`src/rtl/sram_bridge.sv`:
```
// Bridges a single-outstanding mem_req/mem_resp pair onto a 32-bit asynchronous SRAM.
// A wait-state FSM drives registered strobes: SETUP, ACCESS (WAIT_CYCLES), HOLD (writes only), RESP.
module sram_bridge #(
  parameter int ADDR_W      = 20,
  parameter int WAIT_CYCLES = 2
) (
  input  logic              clk,
  input  logic              rst,
  input  logic              req_valid,
  output logic              req_ready,
  input  logic [31:0]       req_addr,
  input  logic              req_we,
  input  logic [3:0]        req_be,
  input  logic [31:0]       req_wdata,
  output logic              resp_valid,
  input  logic              resp_ready,
  output logic [31:0]       resp_data,
  output logic [ADDR_W-1:0] sram_addr,
  output logic [31:0]       sram_dq_o,
  input  logic [31:0]       sram_dq_i,
  output logic              sram_dq_oe,
  output logic              sram_ce_n,
  output logic              sram_oe_n,
  output logic              sram_we_n,
  output logic [3:0]        sram_be_n
);

  localparam int CNT_W = (WAIT_CYCLES > 1) ? $clog2(WAIT_CYCLES) : 1;
  localparam logic [CNT_W-1:0] CNT_LOAD = CNT_W'(WAIT_CYCLES - 1);
  localparam logic [31:0] USED_ADDR = ((32'd1 << ADDR_W) - 32'd1) << 2;

  typedef enum logic [2:0] {IDLE, SETUP, ACCESS, HOLD, RESP} state_t;

  state_t           state;
  logic             is_write;
  logic [CNT_W-1:0] count;
  logic             unused_addr_bits;

  assign req_ready = (state == IDLE);
  // Byte-offset bits and bits above the SRAM range are intentionally dropped (aliasing).
  assign unused_addr_bits = ^(req_addr & ~USED_ADDR);

  always_ff @(posedge clk or posedge rst) begin
    if (rst) begin
      state      <= IDLE;
      is_write   <= 1'b0;
      count      <= '0;
      resp_valid <= 1'b0;
      resp_data  <= 32'h0;
      sram_addr  <= '0;
      sram_dq_o  <= 32'h0;
      sram_dq_oe <= 1'b0;
      sram_ce_n  <= 1'b1;
      sram_oe_n  <= 1'b1;
      sram_we_n  <= 1'b1;
      sram_be_n  <= 4'hF;
    end else begin
      case (state)
        IDLE: begin
          if (req_valid) begin
            // Strobes are loaded here so they are already valid during SETUP.
            is_write  <= req_we;
            sram_addr <= req_addr[ADDR_W+1:2];
            sram_ce_n <= 1'b0;
            if (req_we) begin
              sram_dq_oe <= 1'b1;
              sram_dq_o  <= req_wdata;
              sram_be_n  <= ~req_be;
              sram_oe_n  <= 1'b1;
            end else begin
              sram_dq_oe <= 1'b0;
              sram_be_n  <= 4'h0;
              sram_oe_n  <= 1'b0;
            end
            state <= SETUP;
          end
        end
        SETUP: begin
          count <= CNT_LOAD;
          if (is_write) begin
            sram_we_n <= 1'b0;
          end
          state <= ACCESS;
        end
        ACCESS: begin
          if (count == '0) begin
            if (is_write) begin
              sram_we_n <= 1'b1;
              state     <= HOLD;
            end else begin
              resp_data  <= sram_dq_i;
              resp_valid <= 1'b1;
              sram_ce_n  <= 1'b1;
              sram_oe_n  <= 1'b1;
              sram_be_n  <= 4'hF;
              state      <= RESP;
            end
          end else begin
            count <= count - 1'b1;
          end
        end
        HOLD: begin
          // Address, data and ce_n stay put one cycle past we_n rising for data hold.
          resp_data  <= 32'h0;
          resp_valid <= 1'b1;
          sram_ce_n  <= 1'b1;
          sram_dq_oe <= 1'b0;
          sram_be_n  <= 4'hF;
          state      <= RESP;
        end
        RESP: begin
          if (resp_ready) begin
            resp_valid <= 1'b0;
            state      <= IDLE;
          end
        end
        default: state <= IDLE;
      endcase
    end
  end

endmodule
```
`config.mk`:
```
export PLATFORM = sky130hd
export DESIGN_NAME = sram_bridge
export DESIGN_NICKNAME = d
export VERILOG_FILES = /design/src/rtl/sram_bridge.sv
export SDC_FILE = /design/constraint.sdc
export NUM_CORES = 1
export LEC_CHECK = 0
export ABC_CLOCK_PERIOD_IN_PS = 3230
export BUFFER_PORTS_ARGS = -buffer_cell sky130_fd_sc_hd__buf_2
export CAP_MARGIN = 20
export CORE_UTILIZATION = 45
export DETAILED_ROUTE_END_ITERATION = 7
export PLACE_DENSITY = 0.78
export SYNTH_ARGS = -nofsm -noshare
export SYNTH_HDL_FRONTEND = slang
export SYNTH_SLANG_ARGS = --single-unit
export TNS_END_PERCENT = 5
```
`constraint.sdc`:
```
create_clock -name clk -period 3.23 [get_ports clk]
set_clock_uncertainty 0.05 [all_clocks]
set_input_delay 0.1615 -clock clk [delete_from_list [all_inputs] [get_ports clk]]
set_output_delay 0.1615 -clock clk [all_outputs]
set_load 0.02 [all_outputs]
```
# Word-level counts from Yosys, hierarchy flattened
# Index checks and enable logic that the tools add are counted.
dict set report op_classes {
  addsub 1
  eq_ne 10
  muxes 29
  n_bitwise 1
  n_reduce_logical 16
}
# op n
set ops {}
lappend ops {{32-bit two-way mux} 2}
lappend ops {{32-bit one-hot mux with 2 select lines} 1}
lappend ops {{4-bit two-way mux} 4}
lappend ops {{4-bit AND reduction} 4}
lappend ops {{3-bit one-hot mux with 5 select lines} 1}
lappend ops {{3-bit two-way mux} 4}
lappend ops {{2-bit != test (second input constant)} 6}
lappend ops {{4-bit one-hot mux with 3 select lines} 1}
lappend ops {{1-bit two-way mux} 10}
lappend ops {{3-bit AND reduction} 3}
lappend ops {{1-bit one-hot mux with 2 select lines} 4}
lappend ops {{2-bit nonzero test} 4}
lappend ops {{3-bit by 2-bit equality test with 1-bit output (second input constant)} 2}
lappend ops {{1-bit one-hot mux with 3 select lines} 2}
lappend ops {{3-bit nonzero test} 2}
lappend ops {{4-bit inverter} 1}
lappend ops {{2-bit AND reduction} 2}
lappend ops {{3-bit by 1-bit equality test with 1-bit output (second input constant)} 1}
lappend ops {{3-bit equality test (second input constant)} 1}
lappend ops {{3-bit zero test} 1}
lappend ops {{1-bit subtractor (second input constant)} 1}
dict set report totals {
  reg_bits 98
  out_inout_bits 94
  elab_cells 69
}

# Longest topological paths before layout
# Gate-level depths: netlist (run 1).
dict set report logic_depth {
  ltp_word 4
  mapped_depth 5
}

# Least setup slack after synthesis (run 1)
# OpenSTA, ideal clock, no wires.
dict set report synth_timing {
  path_kind {register to register}
  start {register state[0]}
  end {register sram_addr[10]}
  setup_time_ns 0.127
  arrival_ns 1.642
  t_required_ns 3.053
  setup_slack_ns 1.410
  path_stages_with_launch 6
  n_path_buf 2
  synth_period_minus_slack_ns 1.820
  cell_sequence {dfrtp_1 > nor3_2 > and2_1 > buf_2 > buf_6 > mux2_1}
}
dict set report synth_between {
  elab_chain_cells 2
}
# item line_no
set synth_rtl {}
lappend synth_rtl {{start: declaration} 34} ;# state_t state;
lappend synth_rtl {{start signal: assignment} 45} ;# state <= IDLE;
lappend synth_rtl {{start signal: assignment} 75} ;# state <= SETUP;
lappend synth_rtl {{start signal: assignment} 83} ;# state <= ACCESS;
lappend synth_rtl {{3-bit zero test} -}
lappend synth_rtl {{named net req_ready} 10} ;# output logic req_ready,
lappend synth_rtl {{2-bit AND reduction (no line)} -}
lappend synth_rtl {{end signal: assignment} 63} ;# sram_addr <= req_addr[ADDR_W+1:2];
lappend synth_rtl {{end: declaration} 18} ;# output logic [ADDR_W-1:0] sram_addr,
# The timed path passes the listed nets, and every way through them passes these cells.
# A chain may end at the register's enable or synchronous reset.

# Worst setup path in the final report (run 1)
dict set report layout_timing {
  start {register state[0]}
  end {register sram_dq_o[31]}
}
dict set report layout_between {
  elab_chain_cells 2
}
# item line_no
set layout_rtl {}
lappend layout_rtl {{3-bit zero test} 58} ;# case (state)
lappend layout_rtl {{3-bit AND reduction (no line)} -}
lappend layout_rtl {{end signal: assignment} 67} ;# sram_dq_o <= req_wdata;
lappend layout_rtl {{end: declaration} 19} ;# output logic [31:0] sram_dq_o,
# Every way passes these cells.

==> load_flow_metrics.sql, run 1 <==
INSERT INTO impl_metrics (metric_group, metric, value, unit) VALUES
('yosys', 'netlist-cell-type-count', '32', ''),
('sta', 'post_route_setup_tns', '0', 'ns'),
('sta', 'finalMaxSlewViolations', '0', ''),
('final_layout', 'area_taken_by_multi_input_logic_gates', '1271', 'µm²'),
('sta', 'worst_slack', '1.079', 'ns'),
('route', 'vias', '3201', ''),
('die', 'ios', '199', ''),
('clocking', 'post_cts_resize_count', '0', ''),
('route', 'wl_per_cell', '16.41', 'µm'),
('final_layout', 'layout.area.seq', '2461', 'µm²'),
('final_layout', 'final_util', '71.92', '%'),
('clocking', 'cts_root_buffer', 'sky130_fd_sc_hd__clkbuf_8', ''),
('placement', 'detailedPlacementHpwl', '5894', 'µm'),
('placement', 'post-place-ws', '1.100', 'ns'),
('route', 'drtPass1Iterations', '4', ''),
('grt', 'first_global_vias', '3324', ''),
('final_layout', 'fraction_of_layout_cells_with_a_size_suffix_above_1', '46.60', '%'),
('yosys', 'synthCells', '249', ''),
('final_layout', 'layout.filler_cells', '558', ''),
('grt', 'antenna_found_initial', '0', ''),
('clocking', 'cts_inserted_buffers', '9', ''),
('final_layout', 'mostFrequentLayoutCells', 'sky130_fd_sc_hd__buf_2, sky130_fd_sc_hd__dfrtp_1, sky130_fd_sc_hd__dlygate4sd3_1', ''),
('critical_path', 'worstPathArrival', '2.33', 'ns'),
('yosys', 'postSynthAreaPerCell', '15.43', 'µm²'),
('yosys', 'synthesis.nets', '354', ''),
('clocking', 'clock_insertion_delay_worst_skew', '0.35', 'ns'),
('yosys', 'synth_top_cells_by_area', 'sky130_fd_sc_hd__dfrtp_1, sky130_fd_sc_hd__mux2_4, sky130_fd_sc_hd__mux2_1', ''),
('grt', 'grt.total_usage', '23.27', '%'),
('sta', 'grt_setup_unrepaired', 'false', ''),
('die', 'die_width', '94.39', 'µm'),
('hold_path', 'worstHoldPathType', 'input port to flip-flop', ''),
('clocking', 'post-cts-setup-buffers', '0', ''),
('clocking', 'tritoncts', 'built', ''),
('yosys', 'synth-warning-count', '0', ''),
('clocking', 'clock_tree.buffer_depth', '2', ''),
('sta', 'max_freq', '464.9', 'MHz'),
('route', 'drt_drc_violations_left', '0', ''),
('power', 'peakVddDrop', '451.8', 'µV'),
('final_layout', 'finish.net_count', '631', ''),
('critical_path', 'path_class', 'flip-flop to flip-flop', ''),
('critical_path', 'worstSetupStartpointType', 'flip-flop', ''),
('grt', 'grt_pass1_wl', '15820', 'µm'),
('yosys', 'synth_sequential_area_ratio', '64.07', '%'),
('grt', 'grt_max_degree', '78', ''),
('route', 'finalWirelength', '10420', 'µm'),
('yosys', 'synth_area_leader_cell', 'sky130_fd_sc_hd__dfrtp_1', ''),
('critical_path', 'worstPathMaxFanout', '31', ''),
('route', 'mean_number_of_vias_per_cell', '5.041', ''),
('placement', 'port_buffers', '186', ''),
('critical_path', 'setup.worst_path.end_class', 'flip-flop', ''),
('outcome', 'status', 'finished clean', ''),
('final_layout', 'final_cell_count_no_fill', '635', ''),
('yosys', 'synthDominantCellAreaShare', '59.28', '%'),
('clocking', 'htreeDepth', '3', ''),
('power', 'power-per-cell-area', '903.8', 'nW/µm²'),
('die', 'dieArea', '8909', 'µm²'),
('power', 'static-leakage-power', '2.956', 'nW'),
('final_layout', 'layout-area-overhead-vs-synth', '54.63', '%'),
('sta', 'worst-slew-pin-transition', '0.9061', 'ns'),
('critical_path', 'timing.critical_path.required', '3.41', 'ns'),
('placement', 'finalWeightedCongestion', '0.7627', ''),
('route', 'route.antenna.remaining_nets', '0', ''),
('yosys', 'syn_area', '3841', 'µm²'),
('placement', 'dpl.cell_count', '530', ''),
('die', 'initial_utilization', '46.52', '%'),
('yosys', 'ys_seq_elements', '98', ''),
('run', 'drv.max_cap_violation_count', '0', ''),
('sta', 'report.final.setup_viol', '0', ''),
('power', 'post-layout-total-power', '5.368', 'mW'),
('sta', 'timing.final.crit_period', '2.151', 'ns'),
('sta', 'layout_worst_path_cycle_share', '66.59', '%'),
('final_layout', 'antenna_cells_inserted', '0', ''),
('clocking', 'clock-sinks', '98', ''),
('die', 'placeableCoreArea', '8258', 'µm²'),
('die', 'die_height', '94.39', 'µm'),
('die', 'core.rowCount', '33', ''),
('clocking', 'cts_hold_buffers', '88', ''),
('route', 'drc_violation_total_after_the_first_tritonroute_iteration', '119', ''),
('sta', 'relSlewSlack', '39.59', '%'),
('grt', 'overflow', '0', ''),
('clocking', 'cts.clk_slew.worst_paths', '0.10', 'ns'),
('final_layout', 'final_common_cell', 'sky130_fd_sc_hd__buf_2', ''),
('sta', 'hold_viol', '0', '');
## area by class of cell
type | count | area share [%]
multi-input cells | 132 | 21.40
inverters | 3 | 0.2317
repair buffers | 282 | 31.60
well taps | 105 | 2.212
clock inverters | 4 | 0.9058
flip-flops and latches | 98 | 41.44
clock buffers | 11 | 2.212
## cell families after synthesis
kind of cell	Yosys count	synth area share, %
simple gates	23	3.420
mux	53	17.39
buf+inv	19	3.192
compound gates	56	11.92
flops	98	64.07
## cells in the mapped netlist
cell and n:
sky130_fd_sc_hd__dfrtp_1 91, sky130_fd_sc_hd__a22o_1 32, sky130_fd_sc_hd__mux2_1 25, sky130_fd_sc_hd__mux2_4 19
sky130_fd_sc_hd__mux2_2 9, sky130_fd_sc_hd__buf_2 8, sky130_fd_sc_hd__dfstp_2 7, sky130_fd_sc_hd__a2bb2oi_1 5
sky130_fd_sc_hd__buf_6 5, sky130_fd_sc_hd__nand2b_1 5, sky130_fd_sc_hd__nor2_1 5, sky130_fd_sc_hd__a21oi_1 4
sky130_fd_sc_hd__nor2b_1 4, sky130_fd_sc_hd__o21ai_0 4, sky130_fd_sc_hd__inv_1 3, sky130_fd_sc_hd__nand2_1 3
sky130_fd_sc_hd__o22a_1 3, sky130_fd_sc_hd__clkbuf_1 2, sky130_fd_sc_hd__nor3_1 2, sky130_fd_sc_hd__a32oi_1 1
sky130_fd_sc_hd__and2_1 1, sky130_fd_sc_hd__and3_1 1, sky130_fd_sc_hd__buf_4 1, sky130_fd_sc_hd__nor3_2 1
sky130_fd_sc_hd__nor4_2 1, sky130_fd_sc_hd__o21ai_1 1, sky130_fd_sc_hd__o21ba_2 1, sky130_fd_sc_hd__o21bai_1 1
sky130_fd_sc_hd__o221a_2 1, sky130_fd_sc_hd__o2bb2ai_1 1, sky130_fd_sc_hd__o31ai_1 1, sky130_fd_sc_hd__o41ai_1 1
## through the flow
stage / hold WS [ns] / cell area, µm²
floorplan: 0.1955 / 3841
global placement: 0.2984 / 4853
detailed placement: 0.3021 / 4853
CTS: 0.0002448 / 5919
global route: 0.02282 / 5939
finish: 0.03475 / 5939
## worst paths after layout
path,start,endpoint,slack (ns),cells after the start
max,state[0]$_DFFE_PP0P_,sram_dq_o[31]$_DFFE_PP0P_,1.08,4
min,req_we,sram_be_n[3]$_DFFE_PP1P_,0.03,3
max reg2reg,state[0]$_DFFE_PP0P_,sram_dq_o[31]$_DFFE_PP0P_,1.08,4
min reg2reg,sram_addr[3]$_DFFE_PP0P_,sram_addr[3]$_DFFE_PP0P_,0.44,1
max in group asynchronous,rst,sram_dq_o[7]$_DFFE_PP0P_,1.88,4
min in group asynchronous,rst,sram_dq_o[9]$_DFFE_PP0P_,0.49,3
## layer usage
layer	track usage, %	up-vias	part of all wire (%)
met5	0	-	0
met1	27.16	1567	39
met3	5.314	33	5.6
met2	41.06	143	53
li1	-	1458	-
met4	9.744	0	2.9
## where the power goes
group	internal [mW]	total (mW)	switching, mW
clock network	0.356	0.765	0.409
registers	1.80	2.16	0.359
logic	1.08	2.44	1.36
total	3.24	5.37	2.13
## state kept, by name, summed over array words and instances, names as in the netlist, 3 cells and up
name / cells
resp_data: 32
sram_dq_o: 32
sram_addr: 20
sram_be_n: 4
state: 3
## critical path, stage by stage, from the launching register on
cell                      delay, ns
sky130_fd_sc_hd__dfrtp_1       0.59
sky130_fd_sc_hd__nor3_2        0.31
sky130_fd_sc_hd__and3_2        0.25
sky130_fd_sc_hd__buf_4         0.43
sky130_fd_sc_hd__mux2_2        0.39
(Power assumes the default switching activity.)
==> run 2: changes to the inputs <==
- ABC_CLOCK_PERIOD_IN_PS: 3230 -> 1700
- CORE_UTILIZATION: 45 -> 41
- PLACE_DENSITY: 0.78 -> 0.74
- clock period: 3.23 -> 1.7 ns (I/O delays scaled with it)
==> run 2 against run 1 <==
  * Non-clock buffer count up 10
  * Critical path depth unchanged
  * Die area up 9.5%
  * Combinational power up 100%
  * Core utilization down 2.8 points
==> load_flow_metrics.sql, run 2 (same netlist as run 1, synthesis figures left out) <==
INSERT INTO impl_metrics (metric_group, metric, value, unit) VALUES
('sta', 'max_freq', '620.7', 'MHz'),
('final_layout', 'top_regs', 'resp_data: 32 flops, sram_dq_o: 32 flops, sram_addr: 20 flops', ''),
('power', 'post-layout-total-power', '10.56', 'mW'),
('critical_path', 'worstPathArrival', '1.80', 'ns'),
('grt', 'busiest_layer', 'met2', ''),
('run', 'drv.max_cap_violation_count', '0', ''),
('clocking', 'post-cts-setup-buffers', '0', ''),
('hold_path', 'worstHoldPathType', 'input port to flip-flop', ''),
('power', 'swShare', '38.49', '%'),
('sta', 'report.final.setup_viol', '0', ''),
('critical_path', 'setup.worst_path.end_class', 'flip-flop', ''),
('grt', 'grt_max_degree', '55', ''),
('grt', 'antenna_found_initial', '0', ''),
('die', 'die_height', '98.79', 'µm'),
('outcome', 'status', 'finished clean', ''),
('clocking', 'htreeDepth', '3', ''),
('route', 'wl_per_cell', '15.76', 'µm'),
('route', 'drtPass1Iterations', '4', ''),
('grt', 'groute.layer.met1.usage', '25.48', '%'),
('sta', 'grt_setup_unrepaired', 'false', ''),
('sta', 'layout_worst_path_cycle_share', '94.77', '%'),
('clocking', 'clock_insertion_delay_worst_skew', '0.35', 'ns'),
('final_layout', 'layout.filler_cells', '604', ''),
('clocking', 'clock_tree.buffer_depth', '2', ''),
('route', 'drc_violation_total_after_the_first_tritonroute_iteration', '81', ''),
('power', 'internal-power', '6.494', 'mW'),
('power', 'power_frac_comb', '46.1', '%'),
('placement', 'detailedPlacementHpwl', '5953', 'µm'),
('power', 'clock_power_share', '15.8', '%'),
('grt', 'grt_pass1_wl', '16590', 'µm'),
('critical_path', 'worstPathMaxFanout', '19', ''),
('critical_path', 'path_class', 'flip-flop to flip-flop', ''),
('final_layout', 'mostFrequentLayoutCells', 'sky130_fd_sc_hd__buf_2, sky130_fd_sc_hd__dlygate4sd3_1, sky130_fd_sc_hd__dfrtp_1', ''),
('clocking', 'cts_inserted_buffers', '9', ''),
('die', 'dieArea', '9759', 'µm²'),
('power', 'peakVddDrop', '913.5', 'µV'),
('clocking', 'clock-sinks', '98', ''),
('final_layout', 'final_cell_count_no_fill', '649', ''),
('die', 'initial_utilization', '43.20', '%'),
('route', 'finalWirelength', '10230', 'µm'),
('clocking', 'cts_root_buffer', 'sky130_fd_sc_hd__clkbuf_8', ''),
('final_layout', 'fraction_of_layout_cells_with_a_size_suffix_above_1', '47.32', '%'),
('die', 'die_width', '98.79', 'µm'),
('final_layout', 'final_util', '69.10', '%'),
('power', 'power-per-cell-area', '1718', 'nW/µm²'),
('route', 'route.antenna.remaining_nets', '0', ''),
('grt', 'first_global_vias', '3397', ''),
('final_layout', 'antenna_cells_inserted', '0', ''),
('route', 'vias', '3175', ''),
('grt', 'use_met3', '3.546', '%'),
('die', 'ios', '199', ''),
('placement', 'finalWeightedCongestion', '0.7526', ''),
('power', 'seqPwrFrac', '38.1', '%'),
('sta', 'worst_slack', '0.08896', 'ns'),
('sta', 'relSlewSlack', '63.87', '%'),
('final_layout', 'final_common_cell', 'sky130_fd_sc_hd__buf_2', ''),
('sta', 'hold_viol', '0', ''),
('power', 'static-leakage-power', '3.038', 'nW'),
('grt', 'overflow', '0', ''),
('die', 'core.rowCount', '34', ''),
('final_layout', 'layout-area-overhead-vs-synth', '59.93', '%'),
('clocking', 'cts.clk_slew.worst_paths', '0.09', 'ns'),
('critical_path', 'worstSetupStartpointType', 'flip-flop', ''),
('placement', 'post-place-ws', '0.02722', 'ns'),
('placement', 'port_buffers', '186', ''),
('grt', 'grt.total_usage', '21.74', '%'),
('final_layout', 'finish.net_count', '641', ''),
('clocking', 'tritoncts', 'built', ''),
('power', 'switching_power', '4.063', 'mW'),
('sta', 'timing.final.crit_period', '1.611', 'ns'),
('sta', 'finalMaxSlewViolations', '0', ''),
('route', 'drt_drc_violations_left', '0', ''),
('placement', 'dpl.cell_count', '539', ''),
('route', 'mean_number_of_vias_per_cell', '4.892', ''),
('sta', 'worst-slew-pin-transition', '0.5419', 'ns'),
('grt', 'groute.layer.met2.usage', '39.16', '%'),
('critical_path', 'timing.critical_path.required', '1.89', 'ns'),
('die', 'placeableCoreArea', '8891', 'µm²');
## run 2: per-stage QoR
step / hold WS, ns / setup TNS (ns) / instance area, µm²
2_1_floorplan: 0.1190 / -4.888 / 3845
3_3_place_gp: 0.1341 / 0 / 4966
3_5_place_dp: 0.1401 / 0 / 4966
4_1_cts: 0.06939 / 0 / 6133
5_1_grt: 0.1092 / 0 / 6143
6_report: 0.09817 / 0 / 6143
## run 2: power by group through the flow
stage	registers [mW]	logic, mW	clock network [mW]
2_1_floorplan	5.22	1.84	0
3_3_place_gp	3.97	4.57	0
3_5_place_dp	4.02	4.67	0
4_1_cts	3.99	4.84	1.73
5_1_grt	4.16	5.19	1.81
6_report	4.02	4.87	1.67
## run 2: cell type report
type,instances,area (µm²),share of cell area [%]
Clock inverter,6,88.84,1.446
Multi-Input combinational cell,132,1281,20.86
Clock buffer,10,137.6,2.240
Inverter,3,15.01,0.2444
Sequential cell,98,2461,40.06
Tap cell,108,135.1,2.200
Timing Repair Buffer,292,2024,32.95
## run 2: what timing repair did
| item | in CTS | in global routing |
|---|---|---|
| gates resized for setup | 0 | 2 |
| endpoints found under the hold margin | 180 | 0 |
| hold buffers | 94 | 0 |
| setup endpoints to repair | 0 | 29 |
## run 2: worst paths after layout
path | start | end | slack [ns] | cells past startpoint
max in group asynchronous | rst | resp_data[26]$_DFFE_PP0P_ | 0.78 | 4
worst min register to register | sram_dq_o[16]$_DFFE_PP0P_ | sram_dq_o[16]$_DFFE_PP0P_ | 0.44 | 1
min in group asynchronous | rst | sram_addr[5]$_DFFE_PP0P_ | 0.31 | 4
worst max-delay path | state[0]$_DFFE_PP0P_ | sram_dq_o[26]$_DFFE_PP0P_ | 0.09 | 4
worst max register to register | state[0]$_DFFE_PP0P_ | sram_dq_o[26]$_DFFE_PP0P_ | 0.09 | 4
worst min-delay path | req_valid | sram_ce_n$_DFFE_PP1P_ | 0.1 | 3
## run 2: critical path: stages (launching register included)
cell                      delay (ns)
sky130_fd_sc_hd__dfrtp_1        0.42
sky130_fd_sc_hd__nor3_4         0.22
sky130_fd_sc_hd__and3_4         0.28
sky130_fd_sc_hd__buf_12         0.20
sky130_fd_sc_hd__mux2_4         0.32
## run 2: metal layers
layer | vias to the layer above | part of all wire (%) | wire, µm
met4 | 0 | 2.0 | 204
li1 | 1482 | - | -
met1 | 1550 | 41 | 4185
met5 | - | 0 | 0
met3 | 18 | 4.9 | 503
met2 | 125 | 52 | 5338
==> run 3: changes to the inputs <==
- BUFFER_PORTS_ARGS: -buffer_cell sky130_fd_sc_hd__buf_2 -> default
- CORE_UTILIZATION: 41 -> 56
- DONT_BUFFER_PORTS: default -> 1
- PLACE_DENSITY: 0.74 -> 0.72
- RECOVER_POWER: default -> 50
==> run 3 against run 2 <==
  * The run now ends with DRC left
  * Register-to-register slack worse by 0.02 ns
  * Power is 12% lower
  * Sequential share of layout area up 8.2 points
  * First-iteration DRC count is 51% higher
  * Combinational power fell by 49%
  * Final cell count shrank 34%
  * Global-route usage increased by 3.5 points
  * Hold slack gained 0.11 ns
  * Sequential power rose by 36%
  * Critical path depth unchanged
  * Core utilization increased by 9.4 points
==> load_flow_metrics.sql, run 3 (same netlist as run 1, synthesis figures left out) <==
INSERT INTO impl_metrics (metric_group, metric, value, unit) VALUES
('sta', 'layout_worst_path_cycle_share', '96.00', '%'),
('route', 'm1WireLength', '3384', 'µm'),
('critical_path', 'worstPathArrival', '1.81', 'ns'),
('critical_path', 'setup.worst_path.end_class', 'flip-flop', ''),
('grt', 'antenna_found_initial', '0', ''),
('placement', 'port_buffers', '0', ''),
('die', 'initial_utilization', '59.14', '%'),
('final_layout', 'finish.net_count', '453', ''),
('sta', 'worst_slack', '0.06808', 'ns'),
('hold_path', 'worstHoldPathType', 'input port to flip-flop', ''),
('route', 'met2RoutedLength', '4661', 'µm'),
('sta', 'worst-slew-pin-transition', '0.8515', 'ns'),
('grt', 'grt.total_usage', '25.23', '%'),
('clocking', 'clock_tree.buffer_depth', '2', ''),
('final_layout', 'layout.area.seq', '2461', 'µm²'),
('critical_path', 'timing.critical_path.required', '1.88', 'ns'),
('grt', 'first_global_vias', '2642', ''),
('final_layout', 'final_common_cell', 'sky130_fd_sc_hd__dlygate4sd3_1', ''),
('critical_path', 'worstPathMaxFanout', '16', ''),
('route', 'drtPass1Iterations', '8', ''),
('route', 'route.antenna.remaining_nets', '0', ''),
('route', 'drt_drc_violations_left', '14', ''),
('final_layout', 'antenna_cells_inserted', '0', ''),
('power', 'peakVddDrop', '1102', 'µV'),
('sta', 'grt_setup_unrepaired', 'false', ''),
('critical_path', 'path_class', 'flip-flop to flip-flop', ''),
('clocking', 'htreeDepth', '3', ''),
('route', 'met3_wirelength', '645', 'µm'),
('critical_path', 'rr_worst_depth', '4', ''),
('sta', 'max_freq', '612.8', 'MHz'),
('critical_path', 'worstSetupStartpointType', 'flip-flop', ''),
('final_layout', 'top_regs', 'resp_data: 32 flops, sram_dq_o: 32 flops, sram_addr: 20 flops', ''),
('outcome', 'violations', 'DRC', ''),
('critical_path', 'cpMaxStageDelayCell', 'sky130_fd_sc_hd__dfrtp_1', ''),
('route', 'mean_number_of_vias_per_cell', '5.883', ''),
('placement', 'finalWeightedCongestion', '0.7686', ''),
('route', 'finalWirelength', '8863', 'µm'),
('placement', 'post-place-ws', '0.06800', 'ns'),
('die', 'die_width', '84.82', 'µm'),
('grt', 'grt_max_degree', '82', ''),
('critical_path', 'crit_path_cell_trace', 'nor3_2 > and3_2 > clkbuf_16 > mux2_4', ''),
('placement', 'detailedPlacementHpwl', '4870', 'µm'),
('clocking', 'cts_inserted_buffers', '9', ''),
('die', 'ios', '199', ''),
('clocking', 'clock-sinks', '98', ''),
('final_layout', 'layout.filler_cells', '354', ''),
('critical_path', 'timing.critical_path.max_delay_family', 'simple AND/OR/NAND/NOR gates', ''),
('final_layout', 'mostFrequentLayoutCells', 'sky130_fd_sc_hd__dlygate4sd3_1, sky130_fd_sc_hd__dfrtp_1, sky130_fd_sc_hd__a22o_1', ''),
('critical_path', 'delay_of_the_slowest_cell_on_the_worst_path', '0.40', 'ns'),
('final_layout', 'final_util', '78.52', '%'),
('critical_path', 'cp.buffers_inverters', '1', ''),
('hold_path', 'min_path_cells', '3', ''),
('die', 'die_height', '84.82', 'µm'),
('die', 'dieArea', '7194', 'µm²'),
('route', 'wl_per_cell', '20.66', 'µm'),
('clocking', 'cts_root_buffer', 'sky130_fd_sc_hd__clkbuf_8', ''),
('sta', 'finalMaxSlewViolations', '0', ''),
('grt', 'overflow', '0', ''),
('sta', 'report.final.setup_viol', '0', ''),
('die', 'core.rowCount', '29', ''),
('power', 'power-per-cell-area', '1826', 'nW/µm²'),
('clocking', 'tritoncts', 'built', ''),
('grt', 'grt_pass1_wl', '13810', 'µm'),
('clocking', 'cts.clk_slew.worst_paths', '0.09', 'ns'),
('critical_path', 'timing.critical_path.depth', '4', ''),
('outcome', 'status', 'finished, violations left', ''),
('route', 'routed.top_layer', 'met4', ''),
('run', 'drv.max_cap_violation_count', '0', ''),
('sta', 'relSlewSlack', '42.92', '%'),
('final_layout', 'fraction_of_layout_cells_with_a_size_suffix_above_1', '17.90', '%'),
('clocking', 'clock_insertion_delay_worst_skew', '0.34', 'ns'),
('route', 'drc_violation_total_after_the_first_tritonroute_iteration', '122', ''),
('route', 'vias', '2524', ''),
('final_layout', 'layout-area-overhead-vs-synth', '32.77', '%'),
('clocking', 'post-cts-setup-buffers', '0', ''),
('die', 'placeableCoreArea', '6495', 'µm²'),
('power', 'static-leakage-power', '2.239', 'nW'),
('sta', 'timing.final.crit_period', '1.632', 'ns'),
('sta', 'hold_viol', '0', ''),
('final_layout', 'area_taken_by_multi_input_logic_gates', '1271', 'µm²');
run 3: cell types whose count changed in the layout (fill, tap and decap cells not counted), moves of 2 or more:
cell,delta
sky130_fd_sc_hd__buf_2,-186
sky130_fd_sc_hd__clkbuf_1,+2
sky130_fd_sc_hd__clkinvlp_4,-2
sky130_fd_sc_hd__dfstp_1,+4
sky130_fd_sc_hd__dfstp_2,-4
sky130_fd_sc_hd__dlygate4sd3_1,-2
run 3: layer usage:
layer  vias to the layer above  global-route usage [%]
met5                         -                       0
met4                         0                   11.09
met3                        16                   6.420
met2                       132                   43.24
met1                      1268                   30.42
li1                       1108                       -
run 3: what timing repair did:
item | CTS | global route
hold endpoints to repair | 186 | 0
endpoints found under the setup margin | 0 | 8
gates resized for setup | 0 | 0
hold buffers | 92 | 0
run 3: final timing paths:
| kind | start | end | slack [ns] |
|---|---|---|---|
| setup / recovery | state[0]$_DFFE_PP0P_ | sram_dq_o[3]$_DFFE_PP0P_ | 0.07 |
| hold / removal | req_valid | sram_be_n[1]$_DFFE_PP1P_ | 0.21 |
| setup reg to reg | state[0]$_DFFE_PP0P_ | sram_dq_o[3]$_DFFE_PP0P_ | 0.07 |
| hold reg to reg | sram_we_n$_DFFE_PP1P_ | sram_we_n$_DFFE_PP1P_ | 0.52 |
| max in group asynchronous | rst | sram_oe_n$_DFFE_PP1P_ | 0.47 |
| min in group asynchronous | rst | sram_addr[18]$_DFFE_PP0P_ | 0.26 |
run 3: final cells by class:
class                      instances  share of cell area, %
sequential                        98                  48.26
multi-input combinational        132                  24.93
timing repair buffer             104                  21.07
clock buffer                      10                  2.502
tap                               77                  1.889
clock inverter                     5                  1.104
inverter                           3                 0.2453
run 3: report_power, final:
part	leakage [nW]	internal [mW]	switching (mW)
Sequential	1.19	3.41	2.05
Combinational	0.954	1.46	1.00
Clock	0.0921	0.670	0.727
run 3: worst min-delay path, cell delays in order:
cell and delay (ns):
sky130_fd_sc_hd__nor2b_1 0.11, sky130_fd_sc_hd__o221a_2 0.28, sky130_fd_sc_hd__a2bb2oi_1 0.13
run 3: metrics by stage:
stage | instance area, µm² | power (mW) | setup TNS, ns | cells | hold slack, ns
after global placement | 3976 | 7.583 | 0 | 321 | -0.08015
final | 5100 | 9.312 | 0 | 429 | 0.2091
after detailed placement | 3976 | 7.678 | 0 | 321 | -0.07350
after CTS | 5081 | 9.265 | 0 | 428 | 0.1587
after floorplan | 3845 | 7.062 | -4.888 | 249 | 0.1190
after global routing | 5100 | 9.792 | 0 | 429 | 0.2043
